--- config.mk ---
export PLATFORM = sky130hd
export DESIGN_NAME = cpu_sequencer
export DESIGN_NICKNAME = d
export VERILOG_FILES = /design/src/rtl/cpu_sequencer.sv
export SDC_FILE = /design/constraint.sdc
export NUM_CORES = 1
export LEC_CHECK = 0
export ABC_AREA = 1
export BUFFER_PORTS_ARGS = -buffer_cell sky130_fd_sc_hd__buf_2
export CAP_MARGIN = 20
export CORE_AREA = 2 2 63 65
export DETAILED_ROUTE_END_ITERATION = 8
export DIE_AREA = 0 0 65 67
export PLACE_DENSITY = 0.74
export SYNTH_ARGS = -nofsm -noshare
export SYNTH_HDL_FRONTEND = slang
export SYNTH_SLANG_ARGS = --single-unit
--- constraint.sdc ---
create_clock -name clk -period 1.43 [get_ports clk]
set_clock_uncertainty 0.2 [all_clocks]
set_input_delay 0.2145 -clock clk [delete_from_list [all_inputs] [get_ports clk]]
set_output_delay 0.2145 -clock clk [all_outputs]
set_load 0.1 [all_outputs]
--- src/rtl/cpu_sequencer.sv ---
// cpu_sequencer: PC, fetch/execute sequencing, instruction and flag registers for the 4-bit lab CPU.
// Optional feature: define SINGLE_STEP_EN to add the step input and the STEP_WAIT state.
module cpu_sequencer #(
   parameter int PC_W = 12
) (
   input  logic            clk,
   input  logic            rst_n,
   input  logic            run,
`ifdef SINGLE_STEP_EN
   input  logic            step,
`endif
   output logic [PC_W-1:0] prog_addr,
   output logic            prog_req,
   input  logic            prog_ack,
   input  logic [7:0]      prog_data,
   output logic            rom_en,
   output logic [6:0]      rom_addr,
   input  logic [12:0]     ctrl,
   input  logic [PC_W-1:0] jump_addr,
   input  logic            alu_carry,
   input  logic            alu_zero,
   output logic [3:0]      operand,
   output logic            phase,
   output logic [1:0]      flags
);
`ifdef SINGLE_STEP_EN
   typedef enum logic [1:0] {IDLE, FETCH, EXEC, STEP_WAIT} state_t;
`else
   typedef enum logic [1:0] {IDLE, FETCH, EXEC} state_t;
`endif
   state_t state, state_n;
   logic [PC_W-1:0] pc, pc_n;
   logic [7:0] ir, ir_n;
   logic [1:0] flags_n;
   logic unused_ctrl;
   assign unused_ctrl = ^{ctrl[10], ctrl[8:0]};
   assign prog_addr = pc;
   assign operand = ir[3:0];
   // Next state plus the pc/instruction/flag values committed at the end of this cycle
   always_comb begin
      state_n = state;
      pc_n = pc;
      ir_n = ir;
      flags_n = flags;
      case (state)
         IDLE: state_n = run ? FETCH : IDLE;
         FETCH: if (prog_ack) begin
            state_n = EXEC;
            ir_n = prog_data;
            pc_n = ctrl[12] ? pc + PC_W'(1) : pc;
         end
         EXEC: begin
`ifdef SINGLE_STEP_EN
            state_n = STEP_WAIT;
`else
            state_n = run ? FETCH : IDLE;
`endif
            pc_n = ctrl[11] ? jump_addr : ctrl[12] ? pc + PC_W'(1) : pc;
            flags_n = ctrl[9] ? {alu_carry, alu_zero} : flags;
         end
`ifdef SINGLE_STEP_EN
         STEP_WAIT: state_n = (step && run) ? FETCH : STEP_WAIT;
`endif
         default: state_n = IDLE;
      endcase
   end
   // State, architectural registers and outputs decoded from the state being entered
   always_ff @(posedge clk or negedge rst_n) begin
      if (!rst_n) begin
         state <= IDLE;
         pc <= '0;
         ir <= '0;
         flags <= '0;
         prog_req <= 1'b0;
         rom_en <= 1'b0;
         phase <= 1'b0;
         rom_addr <= '0;
      end else begin
         state <= state_n;
         pc <= pc_n;
         ir <= ir_n;
         flags <= flags_n;
         prog_req <= state_n == FETCH;
         rom_en <= state_n == FETCH || state_n == EXEC;
         phase <= state_n == EXEC;
         rom_addr <= {ir_n[7:4], flags_n, state_n == EXEC};
      end
   end
endmodule

==> results of run 1 <==
[sequential cells by signal, summed over array words and instances (netlist names)]
name / flops
rom_en: 1
state: 2
prog_addr: 12
prog_req: 1
flags: 1
rom_addr: 5
ir: 5
[per-layer routing]
metal  up-vias  GRT usage [%]
met2        68           44.1
li1        817              -
met5         -              0
met3        13           4.90
met1       805           26.6
met4         0           7.45
[worst paths after layout]
| check | cells after the start | endpoint | slack (ps) | from |
|---|---|---|---|---|
| max reg2reg | 7 | prog_addr[3]$_DFFE_PN0P_ | -170 | state[0]$_DFF_PN0_ |
| min | 3 | prog_addr[2]$_DFFE_PN0P_ | 20 | jump_addr[2] |
| max in group asynchronous | 3 | rom_addr[2]$_DFFE_PN0P_ | 650 | rst_n |
| min in group asynchronous | 3 | prog_addr[6]$_DFFE_PN0P_ | 200 | rst_n |
| max | 7 | prog_addr[3]$_DFFE_PN0P_ | -170 | state[0]$_DFF_PN0_ |
| min reg2reg | 2 | ir[1]$_DFFE_PN0P_ | 350 | ir[1]$_DFFE_PN0P_ |
[layout make-up]
class | instances | share of cell area (%)
inverter | 31 | 4.33
clock inverter | 1 | 0.170
clock buffer | 3 | 1.40
sequential | 27 | 24.5
timing repair buffer | 104 | 40.2
multi-input combinational | 132 | 27.4
tap | 48 | 2.04
[cell usage in the layout (no fill, tap or decap), types with 2 or more instances in the layout]
cell / count
inv_1: 27
ha_1: 2
a21oi_1: 3
nor2_1: 3
o21ai_2: 3
a21oi_2: 3
dfrtp_4: 11
nor2_2: 2
o21ai_0: 2
nand3_1: 17
nand3_2: 2
or2_0: 4
nand3b_1: 2
buf_12: 29
buf_2: 28
dlygate4sd3_1: 11
nand2_4: 8
nand2_1: 45
buf_6: 15
nand2_2: 14
nor2_4: 4
dfrtp_2: 4
clkbuf_8: 3
buf_4: 19
nand4_1: 4
dfrtp_1: 12
o21ai_1: 8
[worst max-delay path, cell delays in order (launching register included)]
cell and delay, ps:
dfrtp_1 420, buf_6 140, nor2_4 130, nand2_4 90, buf_6 140, or2_0 210
nand3_1 90, o21ai_1 70
[cell usage after synthesis]
cell type and n:
a21oi_1 5, a21oi_2 1, a31oi_1 1, buf_2 3
buf_4 3, buf_6 2, dfrtp_1 27, ha_1 3
inv_1 30, inv_4 1, mux2_2 2, nand2_1 64
nand2_2 2, nand2_4 1, nand3_1 19, nand3b_1 2
nand4_1 4, nor2_1 6, nor2_2 3, o211ai_1 1
o21ai_0 6, o21ai_1 7, o22ai_1 1, or2_0 4
[where the power goes]
| group | total (mW) | switching (mW) | internal [mW] |
|---|---|---|---|
| clock | 0.446 | 0.250 | 0.196 |
| combinational | 5.16 | 3.20 | 1.96 |
| sequential | 1.56 | 0.418 | 1.14 |
[cell families after synthesis]
| family | Yosys count |
|---|---|
| AOI/OAI and AO/OA | 22 |
| adders and majority gates | 3 |
| buffers and inverters | 39 |
| DFF | 27 |
| muxes | 2 |
| and+or+nand+nor | 105 |
[stage by stage]
step / worst slack (ps) / setup TNS [ps] / hold WS [ps] / std cells
5_1_grt: -239 / -3920 / 41.7 / 346
2_1_floorplan: -208 / -1420 / -281 / 198
3_3_place_gp: -74.0 / -586 / -25.6 / 314
4_1_cts: -99.5 / -920 / 32.5 / 340
6_report: -175 / -2110 / 22.9 / 346
3_5_place_dp: -118 / -1160 / -19.6 / 314
[what timing repair did]
item                       in CTS  in global routing
setup buffers                  11                  7
pin swaps                       6                 12
cloned                          0                  1
hold endpoints to repair       37                  0
setup endpoints to repair      27                 30
hold buffers                   11                  0
resized for setup              29                 38
==> metrics, run 1 <==
Tot Pwr=7.17 mW; top post-synthesis cells by area=dfrtp_1 45%, nand2_1 16%, inv_1 7.5%, nand3_1 6.3%, ha_1 2.5%; Leak=1.50 nW; sequential area share after synthesis=45.1%; f_max=623 MHz; DR top layer=met4; total gr overflow=0; hold crit path type=in -> reg; DRC Markers=0; storage element area=722 um^2; final core utilization=81.6%; final wirelength=5070 um; final hold violation count=0; Yosys reg bits=27; simple logic cell fraction of the synthesized area=31.1%; Syn Area/Cell=7.57 um^2; worst-path maximum fanout=6; Total GRT Usage=23.5%; Synth Instances=198; multi-input logic area=806 um^2; Post-Syn Area=0.00150 mm^2; Syn-to-layout area delta=96.4%; mux share of post-synthesis cell area=1.50%; PwrDens=2430 mW/mm^2; routability-driven placement congestion ratio=0.871; Synth Area in XOR/XNOR=0%; Slew Limit Fails=0; DR vias=1703; starting density of the core=41.6%; wire length on met2=2760 um; Placeable Area=0.00361 mm^2; Layout fillers=189; Post-Layout Inst Area=0.00294 mm^2; complex-gate fraction of the synthesized area=7.93%; Root Buffer=clkbuf_8; post-layout min period=1600 ps; largest family of logic cells by synthesized area=simple AND/OR/NAND/NOR gates; max-cap violations=0; CTS max path bufs=2; failing checks=setup timing; count of warnings emitted by yosys=0; clock slew seen by the registers of the worst setup and hold paths=90 ps; largest net degree at the start of global routing=28; nets=341; routed wl met3=322 um; Routed met1 length=1870 um; setup violators final=27; Vias/cell=4.92; WS Path Type=reg -> reg; Placed Area=0.00243 mm^2; vias in the first global route=1770; Routed Antenna Nets=0; initial DRC count=100; library cells used by synthesis=24; final setup margin=-175 ps; Critical Path RT=1390 ps; CP startpoint kind=flip-flop; CTS Sinks=27; Net Count, Synth=240; die width=65 um; CTS tree=done; Worst Tran Pin Value=224 ps; antenna violations before repair=0; status=complete, but fails checks; share of Yosys cell area claimed by the top area cell type=45.1%; detailed placement HPWL=2990 um; RSZ-0062 raised after global routing=yes; layout cells sized above 1=52.3%; Die H=67 um; Skew-Pair Late Insertion Delay=280 ps; VDD IR-drop max=0.00174 V; Worst Path Arrival=1570 ps; # diodes=0; wire per inst=14.7 um; Worst setup EP type=flip-flop; CTS Buf Count=3; adder-cell share of the synthesized area=2.50%; H-tree levels=1; Tcrit/Tclk final=112%; Detailed Routing Iterations Pass 1=4; first-pass GRT wire length=7890 um; max_slew headroom=85.0%; number of I/O port buffers=56; Top Ports=67; Synth area leader=dfrtp_1; Row Count=22; Die Area=0.00436 mm^2
Power figures use the tool's default switching activity.
==> run 2: changes to the inputs <==
Settings changed: CORE_AREA 2 2 63 65 to 2 2 60 62, DIE_AREA 0 0 65 67 to 0 0 62 64, MAX_ROUTING_LAYER set to met4, PLACE_DENSITY 0.74 to 0.77.
Clock period 1.43 ns to 1.8 ns, I/O delays scaled along.
==> metrics, run 2 (synthesis results as in run 1) <==
multi-input logic area=647 um^2 (-20%); storage element area=692 um^2 (-4.2%); initial DRC count=75 (-25%); post-layout min period=1690 ps; Root Buffer=clkbuf_4; wire per inst=10.9 um (-25%); Critical Path RT=1330 ps (-60 ps); number of I/O port buffers=56 (unchanged); Vias/cell=4.56 (-7.3%); Die Area=0.00397 mm^2 (-8.9%); Slew Limit Fails=0 (unchanged); CTS tree=done; status=completed; Tcrit/Tclk final=93.9%; max_slew headroom=58.7% (-26 points); Total GRT Usage=20.0% (-3.6 points); # diodes=0 (unchanged); most common cell after layout, fill and taps aside=nand2_1; final hold violation count=0 (unchanged); Skew-Pair Late Insertion Delay=330 ps (+50 ps); first-pass GRT wire length=5930 um (-25%); antenna violations before repair=0 (unchanged); DR vias=1428 (-16%); Non-Filler Instances=313 (-9.5%); die width=62 um (-4.6%); WP depth=1 (-6); max-cap violations=0 (unchanged); CP startpoint kind=flip-flop; Worst Path Arrival=1220 ps (-350 ps); Placeable Area=0.00328 mm^2 (-8.9%); H-tree levels=1 (unchanged); worst flop-to-flop path endpoint=prog_addr[11]$_DFFE_PN0P_; detailed placement HPWL=2400 um (-20%); final wirelength=3420 um (-32%); reg2reg setup slack=220 ps (+390 ps); Crit path max-delay family=flip-flops; CTS Buf Count=3 (unchanged); vias in the first global route=1399 (-21%); crit path capture=prog_addr[6]; Detailed Routing Iterations Pass 1=4 (unchanged); f_max=592 MHz; Worst Setup SP=prog_addr[6]$_DFFE_PN0P_; Worst setup EP type=output port; Worst path slowest cell=dfrtp_2; post-CTS setup buffers=0 (-11); R2R Path Start=state[1]$_DFF_PN0_; Top Ports=67 (unchanged); clock slew seen by the registers of the worst setup and hold paths=160 ps (+70 ps); worst stage delay on the critical path=450 ps (+30 ps); Routed Antenna Nets=0 (unchanged); Worst Tran Pin Value=619 ps (+395 ps); RSZ-0062 raised after global routing=no; total gr overflow=0 (unchanged); Row Count=21 (-4.5%); setup TNS=0 ps (+2110 ps); crit path cell chain=buf_2; Layout fillers=318 (+68%); CTS Sinks=27 (unchanged); number of flip-flops in the largest register=12 (unchanged); WS Path Type=reg -> out; routability-driven placement congestion ratio=0.897 (+3.0%); hold crit path type=in -> reg; nets=310 (-9.1%); most frequent cells in the layout=64 x nand2_1, 56 x buf_2, 30 x inv_1; worst-path maximum fanout=6 (unchanged); setup violators final=0 (-100%); dpl cells=297 (-5.4%); starting density of the core=45.6% (+4.1 points); largest net degree at the start of global routing=28 (unchanged); CTS max path bufs=2 (unchanged); Syn-to-layout area delta=32.1%; Worst Reg-to-Reg Cells=8 (+1); layout cells sized above 1=33.3% (-19 points); worst hold start=run; Die H=64 um (-4.5%); DRC Markers=0 (unchanged); Bufs and invs on worst path=1 (-1)
## run 2: repair_timing
item | 4_1_cts | 5_1_grt
endpoints found under the hold margin | 38 | 0
hold buffers | 12 | 0
gates resized for setup | 0 | 1
setup endpoints to repair | 0 | 1
## run 2: through the flow
stage	area, um^2	hold WS [ps]	setup slack [ps]	util, %
after floorplan	1520	-226	-27.8	-
after detailed placement	1830	132	239	55.7
final	1980	14.2	110	60.3
after global placement	1830	124	234	55.7
after CTS	1980	1.70	90.4	60.2
after global routing	1980	5.09	33.4	60.3
## run 2: how the worst min path moves through the flow
| stage | depth (start not counted) | slack [ps] | to |
|---|---|---|---|
| final | 3 | 10 | state[0]$_DFF_PN0_ |
| after detailed placement | 1 | 130 | prog_addr[4]$_DFFE_PN0P_ |
| after CTS | 3 | 2 | prog_addr[2]$_DFFE_PN0P_ |
| after floorplan | 0 | -230 | flags[0]$_DFFE_PN0P_ |
| after global placement | 1 | 120 | prog_addr[11]$_DFFE_PN0P_ |
| after global routing | 3 | 5 | prog_addr[2]$_DFFE_PN0P_ |
## run 2: final cells by class
cell class / instances / share of cell area, %
Clock buffer: 3 / 1.14
Tap cell: 46 / 2.91
Inverter: 31 / 6.00
Multi-Input combinational cell: 132 / 32.7
Clock inverter: 1 / 0.253
Timing Repair Buffer: 73 / 22.1
Sequential cell: 27 / 34.9
## run 2: routing by layer
layer / share of wire [%] / vias to the layer above / track usage, %
li1: - / 758 / -
met1: 46 / 630 / 25.0
met2: 48 / 38 / 33.1
met3: 5.2 / 2 / 3.24
met4: 0.44 / 0 / 4.79
met5: 0 / - / -
Power of run 2 is left out: the tool's default activity adds up to more than one toggle a clock period on the data nets, which glitch-free logic cannot reach.
==> run 3: changes to the inputs <==
Clock period 1.8 ns to 1.71 ns, I/O delays scaled along.
==> metrics, run 3 (synthesis results as in run 1) <==
DR vias=1465 (+2.6%); Detailed Routing Iterations Pass 1=4 (unchanged); Worst Reg-to-Reg Cells=8 (unchanged); hold depth=5 (+2); clock slew seen by the registers of the worst setup and hold paths=140 ps (-20 ps); max_slew headroom=58.9% (+0.13 points); Placeable Area=0.00328 mm^2 (unchanged); Syn-to-layout area delta=36.1%; final setup margin=106 ps (-3.71 ps); number of I/O port buffers=56 (unchanged); largest net degree at the start of global routing=28 (unchanged); CTS Buf Count=3 (unchanged); hold crit path type=in -> reg; antenna violations before repair=0 (unchanged); worst stage delay on the critical path=440 ps (about the same); CP startpoint kind=flip-flop; WS Path Type=reg -> out; RSZ-0062 raised after global routing=yes; DRC Markers=0 (unchanged); most common cell after layout, fill and taps aside=nand2_1; Crit path max-delay family=buffers and inverters; CTS max path bufs=2 (unchanged); crit path cell chain=buf_2; wire per inst=11.3 um (+2.9%); Bufs and invs on worst path=1 (unchanged); Routed Antenna Nets=0 (unchanged); Die H=64 um (unchanged); Worst path slowest cell=buf_2; Worst Hold Path EP=prog_addr[7]$_DFFE_PN0P_; f_max=624 MHz; H-tree levels=1 (unchanged); Post-Layout Inst Area=0.00204 mm^2 (+3.0%); Tcrit/Tclk final=93.8%; max-cap violations=0 (unchanged); Die Area=0.00397 mm^2 (unchanged); total gr overflow=0 (unchanged); Top Ports=67 (unchanged); Skew-Pair Late Insertion Delay=320 ps (about the same); Total GRT Usage=20.2% (+0.18 points); layout cells sized above 1=33.2% (-0.12 points); Critical Path RT=1250 ps (-80 ps); Worst setup EP type=output port; Placed Area=0.00185 mm^2 (+1.3%); WHS=21.7 ps (+7.55 ps); Row Count=21 (unchanged); status=completed; Slew Limit Fails=0 (unchanged); detailed placement HPWL=2530 um (+5.3%); CTS Sinks=27 (unchanged); routability-driven placement congestion ratio=0.859 (-4.3%); Root Buffer=clkbuf_4; CTS tree=done; Non-Filler Instances=314 (+0.32%); setup violators final=0 (unchanged); Worst Path Arrival=1150 ps (-70 ps); nets=311 (+0.32%); Vias/cell=4.67 (+2.3%); die width=62 um (unchanged); R2R Path Start=prog_addr[0]$_DFFE_PN0P_; post-layout min period=1600 ps; dpl cells=297 (unchanged); # diodes=0 (unchanged); worst-path maximum fanout=2 (-4); first-pass GRT wire length=6020 um (+1.6%); vias in the first global route=1418 (+1.4%); Worst Tran Pin Value=617 ps (-2.02 ps); reg2reg setup slack=150 ps (-70 ps); dpl ws=115 ps (-124 ps); starting density of the core=45.6% (unchanged); final wirelength=3540 um (+3.3%); final hold violation count=0 (unchanged); initial DRC count=64 (-15%); most frequent cells in the layout=64 x nand2_1, 45 x buf_2, 30 x inv_1; worst flop-to-flop path endpoint=prog_addr[8]$_DFFE_PN0P_; number of flip-flops in the largest register=12 (unchanged); worst hold start=jump_addr[7]
## run 3: cell types whose count changed in the layout (fill, tap and decap cells not counted), sizes merged
cell         before  now
clkbuf            3   15
dlygate4sd3      12   13
buf              61   50
clkinv            1    0
## run 3: area by class of cell
cell class	instances	area [um^2]
Tap cell	46	57.6
Sequential cell	27	703
Clock buffer	4	26.3
Inverter	31	119
Timing Repair Buffer	74	488
Fill cell	309	1240
Multi-Input combinational cell	132	647
## run 3: what timing repair did
item	in CTS	in global routing
buffers inserted	0	0
endpoints found under the setup margin	0	14
endpoints found under the hold margin	39	0
resized for setup	0	14
hold buffers	13	0
## run 3: worst max-delay path by stage
stage	start	endpoint	slack [ps]	depth (start not counted)
after global routing	prog_addr[0]$_DFFE_PN0P_	prog_addr[8]$_DFFE_PN0P_	-20	8
after floorplan	prog_addr[1]$_DFFE_PN0P_	prog_addr[8]$_DFFE_PN0P_	-10	8
after CTS	prog_addr[0]$_DFFE_PN0P_	prog_addr[0]	20	1
after global placement	prog_addr[0]$_DFFE_PN0P_	prog_addr[8]$_DFFE_PN0P_	140	8
final	rom_addr[4]$_DFFE_PN0P_	rom_addr[4]	110	1
after detailed placement	prog_addr[0]$_DFFE_PN0P_	prog_addr[8]$_DFFE_PN0P_	120	8
## run 3: metrics by stage
step | setup TNS (ps) | util (%)
after global placement | 0 | 56.5
final | 0 | 62.1
after global routing | -19.0 | 62.1
after CTS | 0 | 61.2
after detailed placement | 0 | 56.5
after floorplan | -10.0 | -
## run 3: layer usage
layer	GRT usage, %	vias to the layer above	part of all wire [%]
li1	-	754	-
met1	23.9	667	44
met2	34.0	42	51
met3	3.24	2	4.6
met4	6.38	0	0.51
met5	-	-	0
Power of run 3 is left out for the same reason.
